==> src/rtl/hash_host_bridge_if.sv <==
// +-----------------------------------------------------------------+
// | hash_host_bridge_if                                             |
// | Host beat bus, control/status and hash core word/digest signals |
// | Rev 1.0                                                         |
// +-----------------------------------------------------------------+
`timescale 1ns/1ps
`default_nettype none

interface hash_host_bridge_if #(
    parameter int BUS_W    = 8,
    parameter int WORD_W   = 32,
    parameter int DIGEST_W = 256
) ();
    logic                start;
    logic                abort;
    logic                busy;
    logic                done;
    logic                err;

    logic                host_rdy;
    logic [BUS_W-1:0]    host_din;
    logic                host_rq;
    logic [BUS_W-1:0]    host_dout;

    logic                core_start;
    logic                core_rdy;
    logic [WORD_W-1:0]   core_data;
    logic                core_rq;
    logic                core_done;
    logic [DIGEST_W-1:0] core_digest;

    // Bridge side
    modport master (
        input  start, abort, host_rdy, host_din, core_rq, core_done, core_digest,
        output busy, done, err, host_rq, host_dout, core_start, core_rdy, core_data
    );

    // Host / core side
    modport slave (
        output start, abort, host_rdy, host_din, core_rq, core_done, core_digest,
        input  busy, done, err, host_rq, host_dout, core_start, core_rdy, core_data
    );
endinterface

`default_nettype wire

==> src/rtl/hash_host_bridge.sv <==
// +-----------------------------------------------------------------+
// | hash_host_bridge                                                |
// | Assembles host beats into core words, streams digest back out.  |
// | Rev 1.0                                                         |
// +-----------------------------------------------------------------+
`timescale 1ns/1ps
`default_nettype none

module hash_host_bridge #(
    parameter int BUS_W     = 8,
    parameter int WORD_W    = 32,
    parameter int DIGEST_W  = 256,
    parameter int OUT_BEATS = 32,
    parameter int MSB_FIRST = 1,
    parameter int TIMEOUT   = 1023
) (
    input  logic              clk,
    input  logic              rst_n,
    hash_host_bridge_if.master bus
);

    localparam int WORD_BEATS = WORD_W / BUS_W;
    localparam int DIG_BEATS  = DIGEST_W / BUS_W;
    localparam int MAX_BEATS  = (WORD_BEATS > OUT_BEATS) ? WORD_BEATS : OUT_BEATS;
    localparam int CNT_W      = $clog2(MAX_BEATS) + 1;
    localparam int TO_W       = $clog2(TIMEOUT + 1) + 1;

    localparam logic [CNT_W-1:0] c_WORD_LAST = CNT_W'(WORD_BEATS - 1);
    localparam logic [CNT_W-1:0] c_OUT_BEATS = CNT_W'(OUT_BEATS);
    localparam logic [TO_W-1:0]  c_TO_LAST   = TO_W'((TIMEOUT > 0) ? TIMEOUT - 1 : 0);

    localparam logic [2:0] c_ST_IDLE  = 3'd0;
    localparam logic [2:0] c_ST_WAIT  = 3'd1;
    localparam logic [2:0] c_ST_FETCH = 3'd2;
    localparam logic [2:0] c_ST_PUSH  = 3'd3;
    localparam logic [2:0] c_ST_DRAIN = 3'd4;

    logic [2:0]          r_state;
    logic [2:0]          w_state_nxt;

    logic                r_host_rq;
    logic [BUS_W-1:0]    r_host_dout;
    logic                r_done;
    logic                r_err;
    logic                r_core_start;
    logic                r_core_rdy;
    logic [WORD_W-1:0]   r_core_data;
    logic [WORD_W-1:0]   r_word;
    logic [DIGEST_W-1:0] r_digest;
    logic [CNT_W-1:0]    r_cnt;
    logic [TO_W-1:0]     r_to_cnt;
    logic                r_core_rq_d;

    logic                w_busy;
    logic                w_rq_edge;
    logic                w_handshake;
    logic                w_idle_bus;
    logic                w_drain_end;
    logic                w_timeout;
    logic                w_fire_start;
    logic                w_rq_raise;
    logic                w_capture;
    logic                w_push;
    logic                w_load_digest;
    logic                w_start_fetch;
    logic                w_drain_exit;
    logic [WORD_W-1:0]   w_word_nxt;
    logic [BUS_W-1:0]    w_beat_sel;

    always_ff @(posedge clk) begin
        if (!rst_n) begin
            r_state <= c_ST_IDLE;
        end else begin
            r_state <= w_state_nxt;
        end
    end

    always_comb begin
        w_state_nxt = r_state;
        if (bus.abort) begin
            w_state_nxt = c_ST_IDLE;
        end else if (w_timeout) begin
            w_state_nxt = c_ST_IDLE;
        end else begin
            case (r_state)
                c_ST_IDLE:  if (bus.start) w_state_nxt = c_ST_WAIT;
                // A finished core takes priority over a coincident word request.
                c_ST_WAIT: begin
                    if (bus.core_done)   w_state_nxt = c_ST_DRAIN;
                    else if (w_rq_edge)  w_state_nxt = c_ST_FETCH;
                end
                c_ST_FETCH: if (w_push) w_state_nxt = c_ST_PUSH;
                c_ST_PUSH:  w_state_nxt = c_ST_WAIT;
                c_ST_DRAIN: if (w_drain_exit) w_state_nxt = c_ST_IDLE;
                default:    w_state_nxt = c_ST_IDLE;
            endcase
        end
    end

    always_comb begin
        w_busy        = (r_state != c_ST_IDLE);
        w_rq_edge     = bus.core_rq & ~r_core_rq_d;
        w_handshake   = r_host_rq & bus.host_rdy;
        w_idle_bus    = ~r_host_rq & ~bus.host_rdy;
        w_drain_end   = (r_cnt == c_OUT_BEATS);
        w_timeout     = (TIMEOUT != 0) && r_host_rq && !bus.host_rdy && (r_to_cnt == c_TO_LAST);
        w_fire_start  = !bus.abort && (r_state == c_ST_IDLE) && bus.start;
        // New beat only once the host has released rdy from the previous one.
        w_rq_raise    = !bus.abort && w_idle_bus &&
                        ((r_state == c_ST_FETCH) || ((r_state == c_ST_DRAIN) && !w_drain_end));
        w_capture     = !bus.abort && (r_state == c_ST_FETCH) && w_handshake;
        w_push        = w_capture && (r_cnt == c_WORD_LAST);
        w_load_digest = !bus.abort && (r_state == c_ST_WAIT) && bus.core_done;
        w_start_fetch = !bus.abort && (r_state == c_ST_WAIT) && !bus.core_done && w_rq_edge;
        w_drain_exit  = !bus.abort && (r_state == c_ST_DRAIN) && w_idle_bus && w_drain_end;

        w_word_nxt = r_word;
        for (int s = 0; s < WORD_BEATS; s++) begin
            if (int'(r_cnt) == s) begin
                if (MSB_FIRST != 0) w_word_nxt[WORD_W-1-s*BUS_W -: BUS_W] = bus.host_din;
                else                w_word_nxt[s*BUS_W +: BUS_W]          = bus.host_din;
            end
        end

        w_beat_sel = '0;
        for (int s = 0; s < DIG_BEATS; s++) begin
            if (int'(r_cnt) == s) w_beat_sel = r_digest[DIGEST_W-1-s*BUS_W -: BUS_W];
        end
    end

    always_ff @(posedge clk) begin
        if (!rst_n) begin
            r_host_rq    <= 1'b0;
            r_host_dout  <= '0;
            r_done       <= 1'b0;
            r_err        <= 1'b0;
            r_core_start <= 1'b0;
            r_core_rdy   <= 1'b0;
            r_core_data  <= '0;
            r_word       <= '0;
            r_digest     <= '0;
            r_cnt        <= '0;
            r_to_cnt     <= '0;
            r_core_rq_d  <= 1'b0;
        end else begin
            r_core_rq_d  <= bus.core_rq;
            r_core_start <= w_fire_start;
            r_core_rdy   <= w_push;
            if (bus.abort) begin
                r_host_rq <= 1'b0;
                r_done    <= 1'b0;
            end else begin
                if (w_fire_start) r_err <= 1'b0;
                if (w_timeout) begin
                    r_err     <= 1'b1;
                    r_host_rq <= 1'b0;
                    r_done    <= 1'b0;
                end else if (w_rq_raise) begin
                    r_host_rq <= 1'b1;
                    r_to_cnt  <= '0;
                    if (r_state == c_ST_DRAIN) r_host_dout <= w_beat_sel;
                end else if (w_handshake) begin
                    r_host_rq <= 1'b0;
                    r_cnt     <= r_cnt + 1'b1;
                end else if (r_host_rq && (r_to_cnt != '1)) begin
                    r_to_cnt  <= r_to_cnt + 1'b1;
                end
                if (w_capture) r_word      <= w_word_nxt;
                if (w_push)    r_core_data <= w_word_nxt;
                if (w_load_digest) begin
                    r_digest <= bus.core_digest;
                    r_cnt    <= '0;
                    r_done   <= 1'b1;
                end
                if (w_start_fetch) r_cnt  <= '0;
                if (w_drain_exit)  r_done <= 1'b0;
            end
        end
    end

    assign bus.host_rq    = r_host_rq;
    assign bus.host_dout  = r_host_dout;
    assign bus.busy       = w_busy;
    assign bus.done       = r_done;
    assign bus.err        = r_err;
    assign bus.core_start = r_core_start;
    assign bus.core_rdy   = r_core_rdy;
    assign bus.core_data  = r_core_data;

endmodule

`default_nettype wire

==> src/flat_wrapper.sv <==
// flat-port wrapper written by rule: the top's interface ports become plain ports
module hash_host_bridge_flat 
#(
    parameter int BUS_W     = 8,
    parameter int WORD_W    = 32,
    parameter int DIGEST_W  = 256,
    parameter int OUT_BEATS = 32,
    parameter int MSB_FIRST = 1,
    parameter int TIMEOUT   = 1023
)
  (clk, rst_n, bus_start, bus_abort, bus_host_rdy, bus_host_din, bus_core_rq, bus_core_done, bus_core_digest, bus_busy, bus_done, bus_err, bus_host_rq, bus_host_dout, bus_core_start, bus_core_rdy, bus_core_data);
  hash_host_bridge_if #(.BUS_W(BUS_W), .WORD_W(WORD_W), .DIGEST_W(DIGEST_W)) bus_i ();
  input  logic clk;
  input  logic rst_n;
  input wire logic [$bits(bus_i.start)-1:0] bus_start;
  input wire logic [$bits(bus_i.abort)-1:0] bus_abort;
  input wire logic [$bits(bus_i.host_rdy)-1:0] bus_host_rdy;
  input wire logic [$bits(bus_i.host_din)-1:0] bus_host_din;
  input wire logic [$bits(bus_i.core_rq)-1:0] bus_core_rq;
  input wire logic [$bits(bus_i.core_done)-1:0] bus_core_done;
  input wire logic [$bits(bus_i.core_digest)-1:0] bus_core_digest;
  output wire logic [$bits(bus_i.busy)-1:0] bus_busy;
  output wire logic [$bits(bus_i.done)-1:0] bus_done;
  output wire logic [$bits(bus_i.err)-1:0] bus_err;
  output wire logic [$bits(bus_i.host_rq)-1:0] bus_host_rq;
  output wire logic [$bits(bus_i.host_dout)-1:0] bus_host_dout;
  output wire logic [$bits(bus_i.core_start)-1:0] bus_core_start;
  output wire logic [$bits(bus_i.core_rdy)-1:0] bus_core_rdy;
  output wire logic [$bits(bus_i.core_data)-1:0] bus_core_data;
  assign bus_i.start = bus_start;
  assign bus_i.abort = bus_abort;
  assign bus_i.host_rdy = bus_host_rdy;
  assign bus_i.host_din = bus_host_din;
  assign bus_i.core_rq = bus_core_rq;
  assign bus_i.core_done = bus_core_done;
  assign bus_i.core_digest = bus_core_digest;
  assign bus_busy = bus_i.busy;
  assign bus_done = bus_i.done;
  assign bus_err = bus_i.err;
  assign bus_host_rq = bus_i.host_rq;
  assign bus_host_dout = bus_i.host_dout;
  assign bus_core_start = bus_i.core_start;
  assign bus_core_rdy = bus_i.core_rdy;
  assign bus_core_data = bus_i.core_data;
  hash_host_bridge #(.BUS_W(BUS_W), .WORD_W(WORD_W), .DIGEST_W(DIGEST_W), .OUT_BEATS(OUT_BEATS), .MSB_FIRST(MSB_FIRST), .TIMEOUT(TIMEOUT)) u_core (.clk(clk), .rst_n(rst_n), .bus(bus_i));
endmodule
==> config.mk <==
export PLATFORM = sky130hd
export DESIGN_NAME = hash_host_bridge_flat
export DESIGN_NICKNAME = d
export VERILOG_FILES = /design/src/rtl/hash_host_bridge_if.sv /design/src/rtl/hash_host_bridge.sv /design/src/flat_wrapper.sv
export SDC_FILE = /design/constraint.sdc
export NUM_CORES = 1
export LEC_CHECK = 0
export CORE_MARGIN = 2
export CORE_UTILIZATION = 25
export CTS_BUF_LIST = sky130_fd_sc_hd__clkbuf_8 sky130_fd_sc_hd__clkbuf_16
export DETAILED_ROUTE_END_ITERATION = 10
export GPL_TIMING_DRIVEN = 0
export PLACE_DENSITY = 0.52
export SLEW_MARGIN = 5
export SYNTH_ARGS = -nofsm -noshare
export SYNTH_HDL_FRONTEND = slang
export SYNTH_SLANG_ARGS = --single-unit
export TNS_END_PERCENT = 10
==> constraint.sdc <==
create_clock -name clk -period 3.05 [get_ports clk]
set_input_delay 0.61 -clock clk [delete_from_list [all_inputs] [get_ports clk]]
set_output_delay 0.61 -clock clk [all_outputs]
set_load 0.02 [all_outputs]
; ---- Word-level counts from Yosys, hierarchy flattened
; Cells that the tools add are included.
[op_classes]
addsub = 2
eq_ne = 46
n_mux = 56
bitwise_logic = 9
n_reduce_logical = 41
[op_table]
columns = operator, n
row1 = 2-to-1 mux 8 bit, 35
row2 = equality test 6 bit (second input constant), 17
row3 = equality test 6 x 5 -> 1 bit (second input constant), 8
row4 = 2-to-1 mux 11 bit, 3
row5 = 2-to-1 mux 6 bit, 5
row6 = equality test 6 x 4 -> 1 bit (second input constant), 4
row7 = logical AND 1 bit, 18
row8 = 2-to-1 mux 16 bit, 1
row9 = AND reduction 4 bit, 4
row10 = 2-to-1 mux 3 bit, 5
row11 = one-hot mux 3 bit (5 select lines), 1
row12 = equality test 6 x 2 -> 1 bit (second input constant), 2
row13 = equality test 6 x 3 -> 1 bit (second input constant), 2
row14 = adder 11 x 1 -> 11 bit (second input constant), 1
row15 = equality test 11 x 10 -> 1 bit (second input constant), 1
row16 = != test 11 bit (second input constant), 1
row17 = AND reduction 2 bit, 4
row18 = nonzero test 2 bit, 4
row19 = adder 6 x 1 -> 6 bit (second input constant), 1
row20 = equality test 3 x 2 -> 1 bit (second input constant), 2
row21 = zero test 6 bit, 1
row22 = 2-to-1 mux 1 bit, 6
row23 = != test 3 bit (second input constant), 2
row24 = NOT 1 bit, 6
row25 = 11 further kinds, 20
[totals]
regBits = 354
out_inout_bits = 46

; ---- Depth between registers and ports, before layout
; Gate-level depths: netlist of run 1.
[depth]
word_depth = 33
ltp_mapped = 12
ltp_nobuf = 9

; ---- Worst setup path after synthesis of run 1
; OpenSTA, ideal clock, no wires.
[synth_timing]
path_kind = input port to flip-flop
from = input bus_abort
to = register u_core.r_host_dout[4] (netlist: u_core.bus.host_dout[4])
arrival_ns = 2.322
required_ns = 2.913
slack_ns = 0.592
stages = 7
cell_sequence = or3_4 or4b_1 a21oi_1 buf_2 nand2_1 a2111oi_1 a211oi_2
[synth_between]
elab_chain_cells = 4
[synth_lines]
columns = element, line
row1 = from (decl), flat_wrapper.sv:16  ; input wire logic [$bits(bus_i.abort)-1:0] bus_abort;
row2 = zero test 1 bit, hash_host_bridge.sv:109  ; w_rq_raise = !bus.abort && w_idle_bus &&
row3 = logical AND 1 bit (2 in series), hash_host_bridge.sv:109
row4 = AND reduction 4 bit (no source line) *, --
row5 = to (signal assigned), hash_host_bridge.sv:161  ; if (r_state == c_ST_DRAIN) r_host_dout <= w_beat_sel;
row6 = to (decl), hash_host_bridge.sv:42  ; logic [BUS_W-1:0] r_host_dout;
; Every way passes the cells marked *; elsewhere a longest branch is shown, timed or not.
; A chain may end at the register's enable or synchronous reset.

; ---- Worst setup path after layout of run 1
[layout_timing]
from = register u_core.r_cnt[1]
to = register u_core.r_host_dout[1] (netlist: u_core.bus.host_dout[1])
[layout_between]
elab_chain_cells = 33
[layout_lines]
columns = element, line
row1 = from (decl), hash_host_bridge.sv:50  ; logic [CNT_W-1:0] r_cnt;
row2 = from (signal assigned), hash_host_bridge.sv:164  ; r_cnt <= r_cnt + 1'b1;
row3 = zero test 6 bit, hash_host_bridge.sv:127  ; if (int'(r_cnt) == s) w_beat_sel = r_digest[DIGEST_W-1-s*BUS_W -: BUS_W];
row4 = 2-to-1 mux 8 bit (32 in series), hash_host_bridge.sv:127
; Parallel ways exist; a longest one is shown, timed or not.

==> run metrics, run 1 <==
status finished, violations left; failing checks negative setup slack; Final TNS setup -0.0458 ns; crit path DAT about 3.6 ns; cts hold-fix bufs 0; critical path, cell by cell inv_1, ha_2, clkbuf_4, buf_2, clkbuf_4, nand3_1, a31o_2, a22oi_2, o21ai_0, a21oi_1; Cell Count, Final, Fillers Out 3,351; R2R depth 10; crit path to u_core.bus.host_dout[1]; gr usage total 0.210; residual DRC count 0; Crit path top cell by count clkbuf_4; clock skew 0.0347 ns; Final Hold Fails 0; share of synthesized flip-flops with an asynchronous set or reset 0; Max Freq 0.325 GHz; Worst Path Max Fanout 10; CP endpoint kind flip-flop; critical-path cell with the highest stage delay clkbuf_4; antenna viol nets, final 0; Worst R2R End u_core.bus.host_dout[1]; I/O Buffers approximately 320; worst slew pin tran approximately 0.9 ns; CTS buffer count 41; Post-Syn Nets 2,383; total grt overflow 0; Pwr Density 463 nW/µm²; worst IR drop on VDD about 400 µV; Worst Setup Start Kind flip-flop; Via density roughly 5; final wirelength 73,100 µm; Critical Path RT roughly 3.6 ns; Clock Tree Root clkbuf_16; unrepaired setup endpoints after global routing true; Initial Util 0.253; Crit. Startpoint u_core.r_cnt[1]; initial antenna violation count 6; Yosys reg bits between 300 and 400; Inst Count DP 3,277; Reg clk slew, reported paths 0.06 ns; Distinct cells, synth 80; Syn. warnings 0; vias 16,800; worst stage delay on the critical path roughly 0.38 ns; CP top delay family buffers and inverters; Die Width 260 µm; Finish-stage setup viols 2; share of post-route cells with drive strength above 1 0.0589; Pins Over Slew Limit 0; die height ~260 µm; area growth from synthesis to layout 35.1%; I/O pins 317; Lkg Pwr 7.78 nW; WHS roughly 0.46 ns; Hold/Removal Path Class flip-flop to flip-flop; postcts setup bufs 0; synth top area cells dfxtp_1 42%, nand2_1 15%, a21boi_0 12%; Clock Sinks roughly 350; Row Count between 90 and 100; largest net degree at the start of global routing 14; Placeable Area 64,700 µm²; Final period util 1.01; area leader, netlist dfxtp_1; H-tree levels 2; cell area after synthesis approximately 16,000 µm²; overall die area 67,700 µm²; CTS tree yes; Post-synth EDFFs 0; R2R Path Start u_core.r_cnt[1]; Final GP Congestion 0.936; relative slew slack 0.401; global-route wire length before repair between 100,000 and 150,000 µm; worst hold start u_core.r_digest[234]; Mean Syn Cell Area just under 8 µm²; Clock Latency Late Sink 0.58 ns; post-layout net count 2,739; Power, Total 0.0103 W; TritonRoute pass-1 iters 5; Final Util 0.342; WP depth 10; min Tclk post-route approximately 3.1 ns; Clock Path Buffers 3; final worst slack -0.0273 ns; maxcap violations 0; Top FF cell, synth dfxtp_1; Yosys top cell area share 0.422; register area share after synthesis 0.422; number of global-route vias before repair 16,600; initial DRC count 1,425; Setup Crit Path Kind flip-flop to flip-flop; routed len/inst 21.8 µm; CP Buf/Inv Count 4; Syn Inst Count approximately 2,100; reg-to-reg setup timing slack -0.03 ns; post-DP HPWL a little under 60,000 µm
-- cells by family (layout without fill, tap and decap cells) --
group | after synthesis | in the layout | share of synthesized area
flops | 346 | 346 | 0.422
buf+inv | 185 | 573 | 0.0438
xor+xnor | 12 | 12 | 0.00641
fa+ha+maj | 6 | 6 | 0.00458
compound gates | 570 | 570 | 0.252
other cells | 0 | 2 | 0
simple gates | 963 | 963 | 0.256
mux | 24 | 24 | 0.0147
-- worst min path at each step --
stage | slack (ns) | endpoint | cells past startpoint
2_1_floorplan | 0.44 | u_core.r_digest[152] | 2
3_3_place_gp | 0.45 | u_core.r_digest[83] | 2
3_5_place_dp | 0.46 | u_core.r_digest[96] | 2
4_1_cts | 0.47 | u_core.r_digest[96] | 2
5_1_grt | 0.48 | u_core.r_digest[234] | 2
6_report | 0.46 | u_core.r_digest[234] | 2
-- sequential cells by signal, indices dropped and copies added (netlist names) --
| register | cells |
|---|---|
| u_core.r_to_cnt | 11 |
| u_core.r_digest | 256 |
| u_core.bus.host_dout | 8 |
| u_core.r_cnt | 6 |
| u_core.bus.err | 1 |
| u_core.r_state | 3 |
| u_core.bus.done | 1 |
| u_core.bus.core_data | 32 |
| u_core.r_word | 24 |
| u_core.r_core_rq_d | 1 |
| u_core.bus.host_rq | 1 |
| u_core.bus.core_start | 1 |
| u_core.bus.core_rdy | 1 |
-- routing by layer --
layer  share of wire  GRT usage
met5         0.00055          0
met4           0.037     0.0840
met3           0.081     0.0484
met2            0.46      0.343
met1            0.42      0.267
-- synthesized netlist by cell type, types with 5 or more instances --
library cell / n
a32oi_1: 7
o2111ai_1: 10
nand3_1: 91
nand2b_1: 8
inv_1: 16
a21oi_1: 41
nor3_1: 11
a22oi_1: 12
a221oi_1: 15
a31oi_1: 19
o211a_1: 24
nor3b_1: 6
clkbuf_1: 135
nand2_1: 658
mux2i_1: 24
a211oi_1: 14
nand3b_1: 7
and3_1: 7
ha_1: 6
buf_1: 16
o221ai_1: 5
nor2_1: 71
o211ai_1: 16
a22o_1: 5
nor2b_1: 30
or3_1: 11
buf_2: 16
dfxtp_1: 346
nand4_1: 13
o22ai_1: 20
o21ai_0: 70
xor2_1: 8
and2_1: 17
a21boi_0: 268
-- worst register-to-register path, stage by stage (launching register included) --
cell and delay (ns):
dfxtp_1 0.34, inv_1 0.11, ha_2 0.34, clkbuf_4 0.32
buf_2 0.37, clkbuf_4 0.39, nand3_1 0.12, a31o_2 0.28
a22oi_2 0.25, o21ai_0 0.28, a21oi_1 0.21
-- report_power, final --
part / internal, W / leakage [nW] / switching (W)
sequential: 0.00457 / 2.79 / 0.0000409
combinational: 0.000411 / 4.29 / 0.000283
clock: 0.00291 / 0.707 / 0.00204
total: 0.00789 / 7.78 / 0.00236
-- metrics by stage --
stage	setup WS, ns	cell area (µm²)
final	-0.0273	22200
after global routing	-0.116	22200
after CTS	-0.0428	22100
after detailed placement	-1.27	20600
after global placement	-1.19	20600
after floorplan	0.592	16400
-- what timing repair did --
item,in CTS,in global routing
resized for setup,49,45
endpoints found under the setup margin,79,173
pin swaps,0,2
-- placed cells by master, fill, tap and decap left out, types with 30 or more instances in the layout --
cell and n:
a21boi_0 268, nor2b_1 30, nand2_1 658, nor2_1 68
clkbuf_1 107, dfxtp_1 344, clkdlybuf4s50_1 315, a21oi_1 40
o21ai_0 65, nand3_1 91, clkbuf_16 43
-- cell type report --
type | count | area, µm²
repair buffers | 316 | 3160
inverters | 17 | 65.1
diodes | 2 | 5.00
fillers | 6874 | 42500
multi-input cells | 1575 | 8840
flip-flops and latches | 346 | 6930
clock inverters | 28 | 223
plain buffers | 165 | 724
clock buffers | 47 | 1130
well taps | 855 | 1070
Power figures use the tool's default switching activity.
==> inputs of run 2 (changes only) <==
CTS_BUF_LIST = sky130_fd_sc_hd__clkbuf_4   (was sky130_fd_sc_hd__clkbuf_8 sky130_fd_sc_hd__clkbuf_16)
SLEW_MARGIN = 20   (was 5)
==> run metrics, run 2 (synthesis results as in run 1) <==
Final Hold Fails 0 (unchanged); TritonRoute pass-1 iters 6 (+1); pre-CTS worst setup slack -1.27 ns (unchanged); Final period util 0.977 (-0.0315); worst slew pin tran 0.952 ns (+0.0587 ns); clock skew 0.0864 ns (+0.0516 ns); initial antenna violation count 7 (+1); overall die area 67,700 µm² (unchanged); gr usage total 0.213 (+0.00278); cts hold-fix bufs 0 (unchanged); Biggest register u_core.r_digest; Max Freq 0.335 GHz (+3.2%); unrepaired setup endpoints after global routing true; Worst Setup Start Kind flip-flop; vias 17,200 (+2.6%); final wirelength 73,700 µm (+0.89%); crit path DAT 3.75 ns (+0.16 ns); Finish-stage setup viols 0 (-2); Via density 4.99 (-0.29%); Pwr Density 434 nW/µm² (-6.4%); total grt overflow 0 (unchanged); min Tclk post-route 2.98 ns (-0.0961 ns); status complete, no violations; final worst slack 0.0688 ns (+0.0961 ns); Lkg Pwr 7.82 nW (+0.49%); Critical Path RT 3.81 ns (+0.25 ns); Setup Crit Path Kind flip-flop to flip-flop; I/O Buffers 315 (unchanged); Clock Path Buffers 3 (unchanged); Final GP Congestion 0.936 (unchanged); worst hold start bus_core_digest[149]; Int Power 0.00720 W (-8.8%); Die Width 260 µm (unchanged); Power, Total 0.00956 W (-6.8%); worst IR drop on VDD 176 µV (-56%); Comb pwr share 0.073 (+0.005); most common cell after layout, fill and taps aside nand2_1; Row Count 93 (unchanged); post-layout net count 2,795 (+2.0%); number of global-route vias before repair 17,100 (+3.1%); switching share of power 0.247 (+0.0164); relative slew slack 0.365 (-0.0356); H-tree levels 3 (+1); most frequent cells in the layout 656 x nand2_1, 343 x dfxtp_1, 314 x clkdlybuf4s50_1; Initial Util 0.253 (unchanged); area growth from synthesis to layout 34.5%; antenna viol nets, final 0 (unchanged); residual DRC count 0 (unchanged); Worst Path Max Fanout 10 (unchanged); maxcap violations 0 (unchanged); Psw 0.00236 W (-0.18%); max reg flops 256 (unchanged); Final Util 0.341 (-0.00162); CTS tree yes; Crit. Startpoint u_core.r_cnt[4]; Hold/Removal Path Class input pin to flip-flop; CTS buffer count 94 (+130%); Fillers 6,966 (+1.3%); global-route wire length before repair 107,000 µm (+0.98%); Clock Tree Root clkbuf_4; share of post-route cells with drive strength above 1 0.0907 (+0.0318); Reg clk slew, reported paths 0.07 ns (about the same); CP endpoint kind flip-flop; largest net degree at the start of global routing 13 (-1); Placeable Area 64,700 µm² (unchanged); R2R Path Start u_core.r_cnt[4]; clock power share 0.445 (-0.038); initial DRC count 1,442 (+1.2%); post-DP HPWL 57,800 µm (unchanged); Clock Latency Late Sink 0.89 ns (+0.31 ns); sequential power share 0.482 (+0.032); Pins Over Slew Limit 0 (unchanged); die height 260 µm (unchanged); routed len/inst 21.4 µm (-2.0%); I/O pins 317 (unchanged); Clock Sinks 346 (unchanged)
-- run 2: cell count changes in the layout (fill, tap and decap cells not counted), moves of 3 or more --
cell	change
clkbuf_1	+4
clkinvlp_4	-3
clkbuf_8	-4
inv_6	-4
inv_1	-12
clkbuf_16	-43
clkbuf_4	+136
clkinv_1	+23
-- run 2: routing by layer --
metal | global-route usage | vias up | wire, µm | share of wire
met5 | 0 | - | 40 | 0.00054
met4 | 0.0879 | 6 | 2700 | 0.037
met2 | 0.348 | 718 | 33900 | 0.46
met3 | 0.0517 | 153 | 6280 | 0.085
li1 | - | 8161 | - | -
met1 | 0.268 | 8173 | 30800 | 0.42
-- run 2: repair_timing --
action,CTS,global route
endpoints found under the setup margin,80,14
setup buffers,0,2
resized for setup,50,49
pin swaps,0,7
-- run 2: path summary, 6_finish.rpt --
| kind | to | slack (ns) | cells past startpoint |
|---|---|---|---|
| max | u_core.bus.host_dout[0] | 0.07 | 10 |
| max reg2reg | u_core.bus.host_dout[0] | 0.07 | 10 |
| min reg2reg | u_core.r_digest[73] | 0.47 | 2 |
| min | u_core.r_digest[149] | 0.29 | 3 |
-- run 2: final cells by class --
type                            instances  area (µm²)  share of cell area
Timing Repair Buffer                  318        3180               0.144
Sequential cell                       346        6930               0.314
Multi-Input combinational cell       1575        8870               0.402
Clock buffer                          137        1030              0.0466
Tap cell                              855        1070              0.0485
Inverter                               17        65.1             0.00295
Antenna cell                            3        7.51            0.000340
Clock inverter                         31         174             0.00789
Buffer                                166         728              0.0330
-- run 2: critical path: stages, from the launching register on --
cell and delay (ns):
dfxtp_1 0.31, buf_2 0.19, clkbuf_2 0.24, nor4_4 0.36
clkbuf_4 0.32, buf_2 0.27, inv_1 0.20, o21ai_1 0.30
o21ai_0 0.19, a21o_1 0.30, a21oi_1 0.16
-- run 2: power by group through the flow --
stage / Clock, W / Sequential, W / Combinational, W
finish: 0.00426 / 0.00461 / 0.000694
detailed placement: 0 / 0.00471 / 0.000693
global route: 0.00460 / 0.00461 / 0.000741
CTS: 0.00438 / 0.00461 / 0.000696
global placement: 0 / 0.00471 / 0.000688
floorplan: 0 / 0.00469 / 0.000201
-- run 2: metrics by stage --
step           hold WS, ns  std cells  area, µm²  setup TNS (ns)
2_1_floorplan        0.438       2106      16400               0
6_report             0.288       3448      22000               0
3_3_place_gp         0.451       3276      20600         -131.26
4_1_cts              0.216       3444      21900          -0.128
3_5_place_dp         0.458       3277      20600         -132.83
5_1_grt              0.260       3447      22000         -0.0243
==> inputs of run 3 (changes only) <==
SKIP_LAST_GASP = 1   (was unset)
==> run metrics, run 3 (synthesis results as in run 1) <==
crit path DAT 3.88 ns (+0.13 ns); Worst Setup Start Kind flip-flop; post-layout net count 2,794 (-0.036%); Cell Count, Final, Fillers Out 3,447 (-0.029%); gr usage total 0.213 (about the same); residual DRC count 0 (unchanged); Final period util 1.01 (+0.0306); footprint of the multi-input gates 8860 µm² (-0.11%); die height 260 µm (unchanged); hold worst-path end u_core.r_digest[147]; worst slew pin tran 0.953 ns (+0.000807 ns); worst hold start bus_core_digest[147]; status finished, violations left; post-DP HPWL 57,800 µm (unchanged); Final TNS setup -0.0395 ns (-0.0395 ns); Pins Over Slew Limit 0 (unchanged); Via density 4.98 (-0.23%); Clock Path Buffers 3 (unchanged); Biggest register u_core.r_digest; TritonRoute pass-1 iters 6 (unchanged); final wirelength 73,700 µm (about the same); failing checks negative setup slack; CTS tree yes; maxcap violations 0 (unchanged); CP endpoint kind flip-flop; Critical Path RT 3.86 ns (+0.05 ns); Fillers 6,968 (+0.029%); critical-path cell with the highest stage delay clkbuf_2; Placeable Area 64,700 µm² (unchanged); min Tclk post-route 3.07 ns (+0.0933 ns); worst IR drop on VDD 176 µV (about the same); Sequential Area 6930 µm² (about the same); I/O Buffers 315 (unchanged); number of global-route vias before repair 17,100 (+0.10%); worst stage delay on the critical path 0.37 ns (about the same); reg-to-reg setup timing slack -0.02 ns (-0.09 ns); Initial Util 0.253 (unchanged); final worst slack -0.0246 ns (-0.0933 ns); R2R Path Start u_core.r_cnt[1]; Max Freq 0.325 GHz (-3.0%); most frequent cells in the layout 657 x nand2_1, 344 x dfxtp_1, 315 x clkdlybuf4s50_1; WHS 0.282 ns (-0.00627 ns); Clock Sinks 346 (unchanged); area growth from synthesis to layout 34.4% (about the same); Worst R2R End u_core.bus.host_dout[1]; post-layout instance area 22,000 µm² (about the same); I/O pins 317 (unchanged); Final GP Congestion 0.936 (unchanged); most common cell after layout, fill and taps aside nand2_1; H-tree levels 3 (unchanged); vias 17,200 (-0.26%); CP Buf/Inv Count 4 (-1); Row Count 93 (unchanged); Die Width 260 µm (unchanged); initial antenna violation count 7 (unchanged); share of post-route cells with drive strength above 1 0.0896 (-0.00112); antenna viol nets, final 0 (unchanged); Inst Count DP 3,277 (unchanged); total grt overflow 0 (unchanged); Setup Crit Path Kind flip-flop to flip-flop; Area after DPL 20,600 µm² (unchanged); unrepaired setup endpoints after global routing true; CTS buffer count 94 (unchanged); Final Util 0.341 (about the same); routed len/inst 21.4 µm (about the same); relative slew slack 0.365 (-0.000538); Crit path top cell by count clkbuf_4; clock skew 0.0892 ns (+0.00279 ns); max reg flops 256 (unchanged); Lkg Pwr 7.80 nW (-0.34%); Worst Path Max Fanout 10 (unchanged); overall die area 67,700 µm² (unchanged); Pwr Density 434 nW/µm² (about the same); initial DRC count 1,526 (+5.8%); Hold/Removal Path Class input pin to flip-flop; CP top delay family buffers and inverters; Finish-stage setup viols 2 (+2); Clock Tree Root clkbuf_4; global-route wire length before repair 107,000 µm (about the same); Reg clk slew, reported paths 0.07 ns (about the same); largest net degree at the start of global routing 13 (unchanged); Clock Latency Late Sink 0.90 ns (about the same); critical path, cell by cell inv_1, ha_2, clkbuf_2, clkbuf_4, clkbuf_4, nand3_1, a31o_2, a22oi_2, o21ai_0, a21oi_1; WHS Path Cells 3 (unchanged); cts hold-fix bufs 0 (unchanged); Final Hold Fails 0 (unchanged); R2R depth 10 (unchanged)
==> run 3: cell types whose count changed in the layout (fill, tap and decap cells not counted), moves of 2 or more <==
| cell | previous run | this run |
|---|---|---|
| buf_2 | 18 | 14 |
| clkbuf_2 | 12 | 16 |
| clkbuf_4 | 148 | 151 |
| buf_4 | 7 | 5 |
| o21ai_0 | 64 | 66 |
| o21ai_1 | 7 | 5 |
==> run 3: worst min-delay path, delay by kind of cell <==
kind                   cells  cell delay (ns)
AO/OA/AOI/OAI              1             0.07
buffers and inverters      1             0.40
AND/OR/NAND/NOR            1             0.06
==> run 3: worst max-delay path by stage <==
stage	start	cells after the start	slack, ns	to
6_report	u_core.r_cnt[1]	10	-0.02	u_core.bus.host_dout[1]
5_1_grt	u_core.r_cnt[1]	10	-0.05	u_core.bus.host_dout[4]
4_1_cts	u_core.r_cnt[1]	11	-0.15	u_core.bus.host_dout[2]
3_5_place_dp	u_core.r_cnt[0]	11	-1.27	u_core.bus.host_dout[1]
3_3_place_gp	u_core.r_cnt[0]	11	-1.19	u_core.bus.host_dout[1]
2_1_floorplan	bus_abort	7	0.59	u_core.bus.host_dout[4]
==> run 3: metal layers <==
layer | vias up | wire length [µm] | GRT usage
met5 | - | 36 | 0
met2 | 735 | 34000 | 0.349
li1 | 8161 | - | -
met3 | 149 | 6630 | 0.0532
met1 | 8115 | 30500 | 0.267
met4 | 6 | 2620 | 0.0875
==> run 3: through the flow <==
stage	power (W)	setup WS, ns
floorplan	0.00489	0.592
global placement	0.00540	-1.19
detailed placement	0.00540	-1.27
CTS	0.00969	-0.152
global route	0.00995	-0.0488
finish	0.00956	-0.0246
==> run 3: what timing repair did <==
item                       CTS  global route
pin swaps                    0             8
gates resized for setup     32            66
hold endpoints to repair     0             0
cloned                       0             0
setup buffers                0             1
setup endpoints to repair   80            52
==> run 3: layout make-up <==
| type | instances | area share |
|---|---|---|
| multi-input cells | 1575 | 0.402 |
| flip-flops and latches | 346 | 0.315 |
| repair buffers | 317 | 0.144 |
| well taps | 855 | 0.0486 |
| clock buffers | 137 | 0.0467 |
| plain buffers | 166 | 0.0331 |
| clock inverters | 31 | 0.00789 |
| inverters | 17 | 0.00295 |
| diodes | 3 | 0.000341 |
==> run 3: power by group <==
part	leakage (nW)	internal, W	switching [W]	total (W)
logic	4.28	0.000411	0.000283	0.000694
registers	2.79	0.00457	0.0000408	0.00461
clock network	0.719	0.00222	0.00203	0.00425
